`src/rtl/tomasulo_pkg.sv`:
```
// Shared Tomasulo constants: datapath widths, FU numbering and small
// helpers used by the common-data-bus writeback logic.
package tomasulo_pkg;

  localparam int DATA_W = 16;
  localparam int TAG_W  = 3;
  localparam int NUM_FU = 3;
  localparam int PTR_W  = 2;

  typedef logic [PTR_W-1:0] fu_idx_t;

  localparam fu_idx_t FU_ADD0   = 2'd0;
  localparam fu_idx_t FU_ADD1   = 2'd1;
  localparam fu_idx_t FU_MULDIV = 2'd2;

  // Encode a one-hot three-way grant into an FU index (zero when idle).
  function automatic fu_idx_t onehot_to_idx(input logic [2:0] oh);
    fu_idx_t idx;
    case (oh)
      3'b010:  idx = FU_ADD1;
      3'b100:  idx = FU_MULDIV;
      default: idx = FU_ADD0;
    endcase
    return idx;
  endfunction

  // Round-robin successor: the FU just served drops to lowest priority.
  function automatic fu_idx_t next_ptr(input fu_idx_t g);
    fu_idx_t n;
    if (g == FU_MULDIV) n = FU_ADD0;
    else                n = g + 2'd1;
    return n;
  endfunction

endpackage

```
`src/rtl/rr_arbiter3.sv`:
```
// Three-way round-robin arbiter: the search starts at ptr and wraps
// upward; the first requesting index wins. Purely combinational.
module rr_arbiter3 (
  input  logic [2:0] request,
  input  logic [1:0] ptr,
  output logic [2:0] grant,
  output logic       any_grant
);
  import tomasulo_pkg::*;

  // Priority order rotates with ptr: ptr, ptr+1, ptr+2 (mod 3).
  always_comb begin
    grant = 3'b000;
    case (ptr)
      FU_ADD1: begin
        if      (request[1]) grant = 3'b010;
        else if (request[2]) grant = 3'b100;
        else if (request[0]) grant = 3'b001;
      end
      FU_MULDIV: begin
        if      (request[2]) grant = 3'b100;
        else if (request[0]) grant = 3'b001;
        else if (request[1]) grant = 3'b010;
      end
      default: begin
        if      (request[0]) grant = 3'b001;
        else if (request[1]) grant = 3'b010;
        else if (request[2]) grant = 3'b100;
      end
    endcase
  end

  assign any_grant = |grant;

endmodule

```
`src/rtl/cdb_writeback.sv`:
```
// Common-data-bus writeback: one holding register per functional unit,
// round-robin selection of one held result per cycle, and a registered
// broadcast of the winner together with a release pulse to its FU.
module cdb_writeback #(
  parameter int DATA_W = tomasulo_pkg::DATA_W,
  parameter int TAG_W  = tomasulo_pkg::TAG_W,
  parameter int NUM_FU = tomasulo_pkg::NUM_FU
) (
  input  logic                     clk,
  input  logic                     rst_n,
  input  logic                     flush,
  input  logic [NUM_FU-1:0]        fu_valid,
  input  logic [NUM_FU*TAG_W-1:0]  fu_tag,
  input  logic [NUM_FU*DATA_W-1:0] fu_value,
  output logic [NUM_FU-1:0]        fu_ready,
  output logic                     cdb_valid,
  output logic [TAG_W-1:0]         cdb_tag,
  output logic [DATA_W-1:0]        cdb_value,
  output logic [1:0]               cdb_src,
  output logic [NUM_FU-1:0]        fu_release
);
  import tomasulo_pkg::*;

  logic [NUM_FU-1:0] hold_valid;
  logic [TAG_W-1:0]  hold_tag   [NUM_FU];
  logic [DATA_W-1:0] hold_value [NUM_FU];
  logic [1:0]        rr_ptr;

  logic [2:0]        grant;
  logic              any_grant;
  fu_idx_t           grant_idx;
  logic [NUM_FU-1:0] accept;

  rr_arbiter3 u_arb (
    .request   (hold_valid),
    .ptr       (rr_ptr),
    .grant     (grant),
    .any_grant (any_grant)
  );

  assign grant_idx = onehot_to_idx(grant);

  // A hold accepts when empty or when it drains this cycle; flush blocks
  // all accepts so nothing new slips in behind the clear.
  assign fu_ready = flush ? '0 : (~hold_valid | grant);
  assign accept   = fu_valid & fu_ready;

  // Hold occupancy: drain the granted entry, refill any accepted entry.
  always_ff @(posedge clk or negedge rst_n) begin
    if (!rst_n)     hold_valid <= '0;
    else if (flush) hold_valid <= '0;
    else            hold_valid <= (hold_valid & ~grant) | accept;
  end

  // Hold payload: captured on accept, otherwise left untouched.
  always_ff @(posedge clk) begin
    for (int i = 0; i < NUM_FU; i++) begin
      if (accept[i]) begin
        hold_tag[i]   <= fu_tag[i*TAG_W +: TAG_W];
        hold_value[i] <= fu_value[i*DATA_W +: DATA_W];
      end
    end
  end

  // Round-robin pointer advances past the winner; idle and flush keep it.
  always_ff @(posedge clk or negedge rst_n) begin
    if (!rst_n)                    rr_ptr <= FU_ADD0;
    else if (!flush && any_grant)  rr_ptr <= next_ptr(grant_idx);
  end

  // Broadcast register: load the winner, or idle with payload retained.
  always_ff @(posedge clk or negedge rst_n) begin
    if (!rst_n) begin
      cdb_valid  <= 1'b0;
      cdb_tag    <= '0;
      cdb_value  <= '0;
      cdb_src    <= '0;
      fu_release <= '0;
    end else if (flush || !any_grant) begin
      cdb_valid  <= 1'b0;
      fu_release <= '0;
    end else begin
      cdb_valid  <= 1'b1;
      cdb_tag    <= hold_tag[grant_idx];
      cdb_value  <= hold_value[grant_idx];
      cdb_src    <= grant_idx;
      fu_release <= grant;
    end
  end

endmodule

```
`config.mk`:
```
export PLATFORM = sky130hd
export DESIGN_NAME = cdb_writeback
export DESIGN_NICKNAME = d
export VERILOG_FILES = /design/src/rtl/tomasulo_pkg.sv /design/src/rtl/rr_arbiter3.sv /design/src/rtl/cdb_writeback.sv
export SDC_FILE = /design/constraint.sdc
export NUM_CORES = 1
export LEC_CHECK = 0
export BUFFER_PORTS_ARGS = -buffer_cell sky130_fd_sc_hd__buf_2
export CORE_ASPECT_RATIO = 1.4
export CORE_UTILIZATION = 50
export DETAILED_ROUTE_END_ITERATION = 8
export PLACE_DENSITY = 0.8
export SLEW_MARGIN = 20
export SYNTH_ARGS = -nofsm -noshare
export SYNTH_HDL_FRONTEND = slang
export SYNTH_HIERARCHICAL = 1
export SYNTH_SLANG_ARGS = --single-unit
```
`constraint.sdc`:
```
create_clock -name clk -period 4.2 [get_ports clk]
set_input_delay 0.42 -clock clk [delete_from_list [all_inputs] [get_ports clk]]
set_output_delay 0.42 -clock clk [all_outputs]
set_load 0.05 [all_outputs]
```
==> reports/summary.txt, run 1 <==
CTS
---------------------------------------------------------------------------------------
Clock tree root buffer cell                                                    clkbuf_8
Clock Tree Buf Depth                                                                  2
CTS tree                                                                          built
Htree depth                                                                           3
Number of buffers added to fix hold violations after cts                              0
Clock-pin slew on the worst setup and hold paths                                0.10 ns
Number of gates given a new drive strength after cts                                  0
TritonCTS Buffers                                                                     9
Clock Latency Late Sink                                                         0.36 ns
Buffer count from post-CTS setup fixing                                               0
Number of sinks handled by clock tree synthesis                                      87

HOLD PATH
---------------------------------------------------------------------------------------
Path type of the worst min-delay path                                      input pin to asynchronous set/reset pin

LAYOUT
---------------------------------------------------------------------------------------
Number of nets in the layout                                                        380
Signed area change from the synthesized netlist to the final layout               20.0%
Number of fill cells in the layout                                                  504
Final non-filler cell total                                                         394
Post-layout utilization of the core                                               61.9%
Antenna diode instance count                                                          0
Share of layout cells above drive strength 1                                      37.8%

SYNTH
---------------------------------------------------------------------------------------
Number of warnings reported in the yosys synthesis log                                6
Top cell type by total area after synthesis                                    edfxtp_1
Area share of the leading cell type in the synthesized netlist                    50.8%
Post-synthesis instance total                                                       224
Post-synth cell types                                                                39
Combined area of all synthesized cells                                     0.00337 mm^2
Dominant cells by area after synthesis                                     edfxtp_1 (51%), dfrtp_1 (22%), a221o_1 (2.4%)
Sequential element share of the synthesized area                                  73.1%
Post-synth net total                                                                289
Mean cell area of the mapped netlist                                          15.0 um^2
Number of synthesized register bits                                                  87

DRT
---------------------------------------------------------------------------------------
DRT antenna net count                                                                 0
Count of TritonRoute iterations in the first routing pass                             6
Total vias in the final route                                                      2207
Number of violations reported at the end of detailed-routing iteration 0            207
Total wire length after detailed routing                                        6930 um
Remaining DRCs                                                                        2
Avg Vias per Cell                                                                  5.60
Average routed wire per standard cell                                           17.6 um

PLACEMENT
---------------------------------------------------------------------------------------
Count of buffers inserted at the top-level ports                                     90
Number of instances in the placed design                                            378
Half-perimeter wire length after placement                                      4860 um
Weighted congestion at the end of routability-driven global placement             0.828

SETUP PATH
---------------------------------------------------------------------------------------
Cell with the largest stage delay on the worst path                             o32ai_2
Critical path cell sequence                                                inv_1, ha_1, mux2i_1, o32ai_2, nor2b_1, nor2_1, and2_1
CP max FO                                                                            19
Required time at the worst-slack endpoint                                       4.18 ns
Type of the worst setup path                                               register to register
Cell class contributing the biggest share of worst-path delay              simple AND/OR/NAND/NOR gates
Signal arrival time at the worst endpoint                                       3.06 ns
Type of element launching the critical path                                    register
Bufs and invs on worst path                                                           1
CP Capture Type                                                                register
Crit-path max cell delay                                                        0.73 ns

FLOORPLANNING
---------------------------------------------------------------------------------------
Die height                                                                      99.1 um
Chip Width                                                                      71.4 um
Core outline area                                                          0.00653 mm^2
Boundary pin count                                                                   91
Starting Density                                                                  51.6%
Die Footprint                                                              0.00707 mm^2
Number of placement rows                                                             35

GRT
---------------------------------------------------------------------------------------
Wire length of the first global-routing pass                                   10600 um
GR met2 Demand/Resource                                                           35.6%
Global route hottest layer                                                         met2
Global-route met1 utilization                                                     24.3%
Grt total ovfl                                                                        0
Largest net degree at the start of global routing                                    31
Via count of the first global-routing pass                                         2215
Initial antenna violation count                                                       0
Total global routing track utilization                                            20.8%
Met3 capacity usage during global routing                                         4.46%

STA
---------------------------------------------------------------------------------------
Setup violators final                                                                 0
Hold violation count in the final report                                              0
Total Neg Setup Slack                                                              0 ns
Final max-slew violation count                                                        0
RSZ-0062 raised after global routing                                                 no
Transition time at the pin with the least slew margin                          0.942 ns
Worst Clk Skew                                                                0.0160 ns
Min Tclk post-route                                                             3.08 ns
Max-slew headroom                                                                 37.2%
Highest clock frequency the design can meet                                   0.324 GHz
Final clock period utilization by the worst path                                  73.4%

PWR
---------------------------------------------------------------------------------------
Maximum VDD drop                                                               0.417 mV
Total power of the final layout                                                 2690 uW
P per Cell Area                                                             667 mW/mm^2
Leakage power                                                                0.00170 uW

RUN
---------------------------------------------------------------------------------------
Number of max-cap violations                                                          0

RUN STATUS
---------------------------------------------------------------------------------------
Violations in the final reports                                            design-rule violations
Result of the run                                                          finished with violations

cells in the mapped netlist:
master / instances
inv_2: 1
nor2_1: 13
dfrtp_1: 30
nor4bb_1: 4
mux2_4: 3
nand2_1: 14
o221ai_1: 8
ha_1: 2
o22a_1: 1
buf_6: 1
a21oi_1: 3
buf_4: 1
edfxtp_1: 57
clkbuf_1: 1
a21oi_2: 1
o21ai_0: 11
inv_1: 7
a221o_1: 8
nor3_1: 2
and2_1: 10
o21ba_2: 1
nand2b_4: 1
or2_2: 1
a31oi_1: 1
o22ai_1: 9
or4b_2: 2
a21bo_2: 1
o32ai_1: 1
o21ai_1: 2
buf_2: 7
nand3_1: 1
mux2i_1: 1
o211ai_1: 2
a21o_1: 2
a22o_1: 4
a21boi_0: 1
nor2b_1: 6
mux2_2: 1
or3b_2: 2
cells in the final DEF (no fill, tap or decap), types with 3 or more instances in the layout:
cell type | Yosys | final
a21oi_1 | 3 | 3
a221o_1 | 8 | 8
a22o_1 | 4 | 4
and2_1 | 10 | 10
buf_2 | 7 | 90
clkbuf_8 | 0 | 10
dfrtp_1 | 30 | 30
edfxtp_1 | 57 | 57
inv_1 | 7 | 7
mux2_4 | 3 | 3
nand2_1 | 14 | 14
nor2_1 | 13 | 13
nor2b_1 | 6 | 6
nor4bb_1 | 4 | 4
o21ai_0 | 11 | 11
o221ai_1 | 8 | 8
o22ai_1 | 9 | 9
where the power goes:
part / switching, uW / leakage (uW) / total (uW) / internal, uW
registers: 73.2 / 0.000906 / 1140 / 1070
logic: 722 / 0.000706 / 1020 / 300
clock network: 298 / 0.0000926 / 531 / 233
area by class of cell:
class | instances | area [um^2] | area share (%)
clock buffers | 10 | 138 | 3.41
repair buffers | 90 | 450 | 11.1
well taps | 74 | 92.6 | 2.29
flip-flops and latches | 87 | 2460 | 60.9
multi-input cells | 119 | 825 | 20.4
inverters | 8 | 30.0 | 0.743
clock inverters | 6 | 43.8 | 1.08
cell families after synthesis:
group / Yosys count / share of synthesized area [%]
flops: 87 / 73.1
compound gates: 56 / 12.2
simple gates: 56 / 9.33
buf+inv: 18 / 2.60
mux: 5 / 1.97
fa+ha+maj: 2 / 0.743
registers in the layout (all words and copies together) (netlist names):
register,flops
cdb_valid,1
hold_valid,3
hold_tag,9
fu_release,3
hold_value,48
cdb_src,2
rr_ptr,2
cdb_tag,3
cdb_value,16
stage by stage:
| stage | setup slack (ns) | hold slack [ns] | cell area [um^2] |
|---|---|---|---|
| floorplan | 0.871 | 0.124 | 3370 |
| global placement | 1.24 | 0.462 | 3860 |
| detailed placement | 1.09 | 0.468 | 3860 |
| CTS | 1.04 | 0.111 | 4040 |
| global route | 0.865 | 0.146 | 4040 |
| finish | 1.12 | 0.0986 | 4040 |
layer usage:
layer / part of all wire [%] / routed length [um] / up-vias
met5: 0 / 0 / -
met4: 3.9 / 267 / 0
met3: 3.9 / 267 / 22
met2: 52 / 3620 / 75
met1: 40 / 2770 / 1079
li1: - / - / 1031
final timing paths:
path	to	cells past startpoint	start	slack, ns
min in group clk	hold_value[1][4]	1	fu_value[20]	0.24
setup / recovery	hold_value[2][14]	7	rr_ptr[0]	1.12
max in group asynchronous	hold_valid[2]	1	rst_n	3.64
hold reg to reg	cdb_value[9]	1	hold_value[2][9]	0.48
setup reg to reg	hold_value[2][14]	7	rr_ptr[0]	1.12
hold / removal	cdb_value[15]	1	rst_n	0.1
Power figures use the tool's default switching activity.
==> run 2: changes to the inputs <==
--- a/config.mk
+++ b/config.mk
@@ -5,11 +5,12 @@
 export SDC_FILE = /design/constraint.sdc
 export NUM_CORES = 1
 export LEC_CHECK = 0
+export ABC_AREA = 1
 export BUFFER_PORTS_ARGS = -buffer_cell sky130_fd_sc_hd__buf_2
 export CORE_ASPECT_RATIO = 1.4
-export CORE_UTILIZATION = 50
+export CORE_UTILIZATION = 47
 export DETAILED_ROUTE_END_ITERATION = 8
-export PLACE_DENSITY = 0.8
+export PLACE_DENSITY = 0.78
 export SLEW_MARGIN = 20
 export SYNTH_ARGS = -nofsm -noshare
 export SYNTH_HDL_FRONTEND = slang
==> constraint.sdc (replaced) <==
create_clock -name clk -period 2.55 [get_ports clk]
set_input_delay 0.255 -clock clk [delete_from_list [all_inputs] [get_ports clk]]
set_output_delay 0.255 -clock clk [all_outputs]
set_load 0.05 [all_outputs]
==> run 2 against run 1 <==
Effect of this change:
- the run now ends clean
- clock power up 110%
- sequential cell count unchanged
- cell count up 28%
- hold slack worse by 0.029 ns
- die area up 12%
- via count up 9.5%
- sequential share of layout area down 4.1 points
- non-clock buffer count up 5
- core utilization down 2.6 points
- largest power group unchanged
- highest routed layer unchanged
==> reports/summary.txt, run 2 <==
PWR
---------------------------------------------------------------------------------------
Share of total power in the clock network                                         23.5%
P per Cell Area                                                            1120 mW/mm^2
Maximum VDD drop                                                               0.432 mV
Share of total power in sequential cells                                          38.9%
Int Pwr                                                                         2910 uW
Portion of total power attributed to combinational logic                          37.5%
Sw Share                                                                          40.1%
Leakage power                                                                0.00206 uW
Power spent charging and discharging nets                                       1950 uW

SYNTH
---------------------------------------------------------------------------------------
Most common cell in the netlist                                                 nand2_1
Async set-or-reset flop fraction in the synthesized netlist                       34.5%
Combined area of all synthesized cells                                     0.00355 mm^2
Post-synthesis instance total                                                       306
Most frequent cells after synthesis                                        nand2_1 (62), edfxtp_1 (57), inv_1 (48)
Post-synth cell types                                                                28
Dominant synthesized flop cell                                                 edfxtp_1
Sequential element share of the synthesized area                                  69.4%
Post-synth net total                                                                371
Mean cell area of the mapped netlist                                          11.6 um^2
Number of flops mapped to enable cells by yosys                                      57
Area share of the leading cell type in the synthesized netlist                    48.2%
Dominant cells by area after synthesis                                     edfxtp_1 (48%), dfrtp_1 (21%), nand2_1 (6.6%)
Number of synthesized register bits                                                  87
Number of warnings reported in the yosys synthesis log                                6
Top cell type by total area after synthesis                                    edfxtp_1

DRT
---------------------------------------------------------------------------------------
Remaining DRCs                                                                        0
Number of violations reported at the end of detailed-routing iteration 0            155
Total vias in the final route                                                      2416
Total wire length after detailed routing                                        6910 um
DRT antenna net count                                                                 0
Average routed wire per standard cell                                           13.7 um
Avg Vias per Cell                                                                  4.79
Count of TritonRoute iterations in the first routing pass                             4

PLACEMENT
---------------------------------------------------------------------------------------
Number of instances in the placed design                                            487
Count of buffers inserted at the top-level ports                                     90
Weighted congestion at the end of routability-driven global placement             0.849
Half-perimeter wire length after placement                                      5010 um

CTS
---------------------------------------------------------------------------------------
Clock-pin slew on the worst setup and hold paths                                0.09 ns
Htree depth                                                                           3
TritonCTS Buffers                                                                     9
Buffer count from post-CTS setup fixing                                               0
Clock Tree Buf Depth                                                                  2
Number of sinks handled by clock tree synthesis                                      87
Clock tree root buffer cell                                                    clkbuf_8
CTS tree                                                                          built
Clock Latency Late Sink                                                         0.35 ns

FLOORPLANNING
---------------------------------------------------------------------------------------
Core outline area                                                          0.00731 mm^2
Die Footprint                                                              0.00791 mm^2
Number of placement rows                                                             37
Starting Density                                                                  48.5%
Boundary pin count                                                                   91
Die height                                                                       105 um
Chip Width                                                                      75.4 um

GRT
---------------------------------------------------------------------------------------
Largest net degree at the start of global routing                                    31
Total global routing track utilization                                            19.8%
Grt total ovfl                                                                        0
Initial antenna violation count                                                       0
Wire length of the first global-routing pass                                   11200 um
Via count of the first global-routing pass                                         2425

SETUP PATH
---------------------------------------------------------------------------------------
CP max FO                                                                             5
Type of element launching the critical path                                    register
Critical path cell sequence                                                inv_1, ha_1, inv_2, nand2_1, nand2_1, nand2_1, nand2_1, inv_2, inv_1, nand2_1, inv_1, nor2_1, buf_2
Required time at the worst-slack endpoint                                       2.30 ns
CP Capture Type                                                            primary output
Type of the worst setup path                                               register to primary output
Worst path depth                                                                     13
Signal arrival time at the worst endpoint                                       2.12 ns
Cell class contributing the biggest share of worst-path delay              buffers and inverters
Cell with the largest stage delay on the worst path                             dfrtp_1
Depth of the worst register-to-register path                                         13
Bufs and invs on worst path                                                           6
Most used cell, CP                                                              nand2_1
Crit-path max cell delay                                                        0.38 ns

LAYOUT
---------------------------------------------------------------------------------------
Most frequent cells in the layout                                          buf_2 (89), nand2_1 (62), edfxtp_1 (57)
Antenna diode instance count                                                          0
Top flop regs                                                              hold_value (48), cdb_value (16), hold_tag (9)
Commonest non-fill, non-tap cell in the layout                                    buf_2
Final non-filler cell total                                                         504
Signed area change from the synthesized netlist to the final layout               22.2%
Register with the most flip-flops                                            hold_value
Number of nets in the layout                                                        467
Max reg flops                                                                        48
Share of layout cells above drive strength 1                                      31.9%

HOLD PATH
---------------------------------------------------------------------------------------
Path type of the worst min-delay path                                      input pin to register
Worst hold stages                                                                     1

RUN
---------------------------------------------------------------------------------------
Number of max-cap violations                                                          0

STA
---------------------------------------------------------------------------------------
Setup violators final                                                                 0
Max-slew headroom                                                                 54.5%
Hold violation count in the final report                                              0
Total Neg Setup Slack                                                              0 ns
Worst Clk Skew                                                               0.00690 ns
Highest clock frequency the design can meet                                   0.420 GHz
Final max-slew violation count                                                        0
RSZ-0062 raised after global routing                                                 no
Transition time at the pin with the least slew margin                          0.683 ns
Final clock period utilization by the worst path                                  93.3%
Min Tclk post-route                                                             2.38 ns

RUN STATUS
---------------------------------------------------------------------------------------
Result of the run                                                          finished clean

[run 2: cell types whose count changed after synthesis, sizes merged, moves of 9 or more]
cell	before	now
nand2	14	68
inv	8	53
nor2	13	32
nand3	1	19
and2	10	0
o22ai	9	0
[run 2: cell type report]
cell class / instances / area (um^2)
fill: 620 / 2980
sequential: 87 / 2460
multi-input combinational: 156 / 796
timing repair buffer: 95 / 505
inverter: 53 / 206
clock buffer: 10 / 138
tap: 97 / 121
clock inverter: 6 / 108
[run 2: kinds of logic after synthesis]
group	after synthesis	share of synthesized area, %
buffers and inverters	63	8.60
AOI/OAI and AO/OA	30	5.57
adders and majority gates	2	0.705
and+or+nand+nor	124	15.7
DFF	87	69.4
[run 2: timing repair]
item,CTS,global route
hold buffers,1,0
resized for setup,0,2
endpoints found under the hold margin,30,0
setup endpoints to repair,0,2
[run 2: metal layers]
layer	track usage (%)	routed length (um)	up-vias
li1	-	-	1192
met1	23.9	2750	1127
met2	32.3	3600	86
met3	4.82	424	11
met4	9.66	135	0
met5	0	0	-
[run 2: power by group through the flow]
stage	Clock (uW)	Combinational, uW	Sequential [uW]
after floorplan	0	879	2490
after global placement	0	1770	1920
after detailed placement	0	1830	1920
after CTS	1170	1830	1890
after global routing	1220	1990	1910
final	1140	1830	1890
[run 2: worst paths after layout]
| path | startpoint | endpoint | slack, ns |
|---|---|---|---|
| min | fu_tag[5] | hold_tag[1][2] | 0.07 |
| max | rr_ptr[0] | fu_ready[1] | 0.17 |
| max reg2reg | rr_ptr[0] | cdb_value[5] | 0.31 |
| min in group asynchronous | rst_n | hold_valid[1] | 0.48 |
| max in group asynchronous | rst_n | cdb_value[15] | 1.62 |
| min reg2reg | hold_tag[0][2] | cdb_tag[2] | 0.46 |
[run 2: per-stage QoR]
step	hold WS [ns]	utilization, %	worst slack, ns	total power, uW	instance area [um^2]
after floorplan	-0.0406	-	0.0746	3370	3560
after global placement	0.331	55.8	0.448	3690	4080
after detailed placement	0.339	55.8	0.281	3750	4080
after CTS	0.0548	59.3	0.0714	4890	4330
after global routing	0.0517	59.3	0.00398	5130	4340
final	0.0700	59.3	0.171	4860	4340
==> run 3: changes to the inputs <==
--- a/config.mk
+++ b/config.mk
@@ -10,7 +10,7 @@
 export CORE_ASPECT_RATIO = 1.4
 export CORE_UTILIZATION = 47
 export DETAILED_ROUTE_END_ITERATION = 8
-export PLACE_DENSITY = 0.78
+export PLACE_DENSITY = 0.84
 export SLEW_MARGIN = 20
 export SYNTH_ARGS = -nofsm -noshare
 export SYNTH_HDL_FRONTEND = slang
==> run 3 against run 2 <==
Effect of this change:
- worst setup slack lost 0.0095 ns
- sequential cell count is the same
- global-route usage shrank 0.44 points
- sequential power is essentially flat
- via count is essentially flat
- clock skew grew 0.00073 ns
- clock power shrank 11%
- cell count is the same
- register-to-register slack gained 0.07 ns
- sequential share of layout area grew 0.38 points
- core utilization shrank 0.39 points
- clock-buffer cell count grew 1
- critical path type unchanged
- critical endpoint is now fu_ready[0]
==> reports/summary.txt, run 3 (synthesis results as in run 2) <==
FLOORPLANNING
---------------------------------------------------------------------------------------
Number of placement rows                                                             37
Boundary pin count                                                                   91
Chip Width                                                                      75.4 um
Die Footprint                                                              0.00791 mm^2
Core outline area                                                          0.00731 mm^2
Die height                                                                       105 um
Starting Density                                                                  48.5%

CTS
---------------------------------------------------------------------------------------
Clock tree root buffer cell                                                    clkbuf_8
CTS tree                                                                          built
TritonCTS Buffers                                                                     9
Clock Tree Buf Depth                                                                  2
Clock Latency Late Sink                                                         0.35 ns
Number of sinks handled by clock tree synthesis                                      87
Htree depth                                                                           3
Clock-pin slew on the worst setup and hold paths                                0.08 ns

RUN STATUS
---------------------------------------------------------------------------------------
Result of the run                                                          finished clean

LAYOUT
---------------------------------------------------------------------------------------
Fin area                                                                   0.00431 mm^2
Commonest non-fill, non-tap cell in the layout                                    buf_2
Signed area change from the synthesized netlist to the final layout               21.4%
Register with the most flip-flops                                            hold_value
Max reg flops                                                                        48
Number of nets in the layout                                                        467
Antenna diode instance count                                                          0
Share of layout cells above drive strength 1                                      31.9%
Number of fill cells in the layout                                                  627
Most frequent cells in the layout                                          buf_2 (90), nand2_1 (62), edfxtp_1 (57)
Top flop regs                                                              hold_value (48), cdb_value (16), hold_tag (9)

PLACEMENT
---------------------------------------------------------------------------------------
Weighted congestion at the end of routability-driven global placement             0.783
Cell area after placement                                                  0.00407 mm^2
Count of buffers inserted at the top-level ports                                     90
Half-perimeter wire length after placement                                      5160 um

SETUP PATH
---------------------------------------------------------------------------------------
CP Capture Type                                                            primary output
Required time at the worst-slack endpoint                                       2.30 ns
Signal arrival time at the worst endpoint                                       2.13 ns
Type of the worst setup path                                               register to primary output
Type of element launching the critical path                                    register
CP max FO                                                                             5
Depth of the worst register-to-register path                                         13

DRT
---------------------------------------------------------------------------------------
Number of violations reported at the end of detailed-routing iteration 0            181
Total vias in the final route                                                      2415
Count of TritonRoute iterations in the first routing pass                             4
Average routed wire per standard cell                                           13.8 um
Remaining DRCs                                                                        0
Total wire length after detailed routing                                        6950 um
Avg Vias per Cell                                                                  4.79
DRT antenna net count                                                                 0

PWR
---------------------------------------------------------------------------------------
P per Cell Area                                                            1100 mW/mm^2
Leakage power                                                                0.00205 uW
Maximum VDD drop                                                               0.532 mV

STA
---------------------------------------------------------------------------------------
Min Tclk post-route                                                             2.39 ns
RSZ-0062 raised after global routing                                                 no
Max-slew headroom                                                                 55.2%
Transition time at the pin with the least slew margin                          0.673 ns
Worst Clk Skew                                                               0.00763 ns
Setup violators final                                                                 0
Final max-slew violation count                                                        0
Total Neg Setup Slack                                                              0 ns
Final clock period utilization by the worst path                                  93.7%
Highest clock frequency the design can meet                                   0.419 GHz
Hold violation count in the final report                                              0

GRT
---------------------------------------------------------------------------------------
Total global routing track utilization                                            19.3%
Largest net degree at the start of global routing                                    31
Initial antenna violation count                                                       0
Grt total ovfl                                                                        0
Via count of the first global-routing pass                                         2377
Wire length of the first global-routing pass                                   10900 um

HOLD PATH
---------------------------------------------------------------------------------------
Path type of the worst min-delay path                                      input pin to register
Worst hold stages                                                                     1

RUN
---------------------------------------------------------------------------------------
Number of max-cap violations                                                          0

==> run 3: changes by cell type in the layout (fill, tap and decap cells not counted), sizes merged <==
cell,previous run,this run
bufinv,3,1
buf,93,94
clkinvlp,0,1
==> run 3: path summary, 6_finish.rpt <==
path / from / endpoint / slack [ns]
max: rr_ptr[1] / fu_ready[0] / 0.16
min: fu_value[45] / hold_value[2][13] / 0.07
max reg2reg: rr_ptr[0] / cdb_value[13] / 0.38
min reg2reg: hold_value[0][13] / cdb_value[13] / 0.45
max in group asynchronous: rst_n / hold_valid[0] / 1.64
min in group asynchronous: rst_n / cdb_value[11] / 0.47
==> run 3: final cells by class <==
class	instances	area [um^2]	area share, %
multi-input combinational	156	802	18.6
inverter	53	206	4.79
timing repair buffer	95	490	11.4
clock buffer	11	174	4.04
sequential	87	2460	57.2
clock inverter	5	51.3	1.19
tap	97	121	2.82
==> run 3: timing repair <==
item / in CTS / in global routing
endpoints found under the hold margin: 30 / 0
setup endpoints to repair: 0 / 1
resized for setup: 0 / 1
buffers inserted: 0 / 0
hold buffers: 1 / 0
==> run 3: worst max-delay path: stages, from the launching register on <==
cell     delay (ns)
dfrtp_1        0.41
inv_1          0.06
ha_1           0.18
nand2_2        0.06
nand2_2        0.06
nand2_1        0.05
nand2_1        0.07
nand2_2        0.08
inv_1          0.13
inv_1          0.15
nand2_1        0.11
inv_1          0.06
nor2_1         0.09
buf_2          0.27
==> run 3: power by group <==
group | internal, uW | switching, uW
logic | 470 | 1360
registers | 1760 | 123
clock network | 564 | 454
==> run 3: stage by stage <==
stage | power, uW | setup slack [ns] | hold slack (ns) | cells | util (%)
4_1_cts | 4760 | 0.0800 | 0.0541 | 504 | 58.9
3_3_place_gp | 3690 | 0.442 | 0.327 | 487 | 55.7
5_1_grt | 4990 | 0.000868 | 0.0550 | 504 | 58.9
6_report | 4730 | 0.162 | 0.0729 | 504 | 58.9
3_5_place_dp | 3740 | 0.359 | 0.327 | 487 | 55.7
2_1_floorplan | 3370 | 0.0746 | -0.0406 | 306 | -
==> run 3: per-layer routing <==
metal / wire [um] / vias to the layer above / GRT usage (%)
li1: - / 1192 / -
met1: 2730 / 1095 / 23.7
met2: 3480 / 96 / 29.8
met3: 374 / 32 / 2.60
met4: 372 / 0 / 15.3
met5: 0 / - / 0
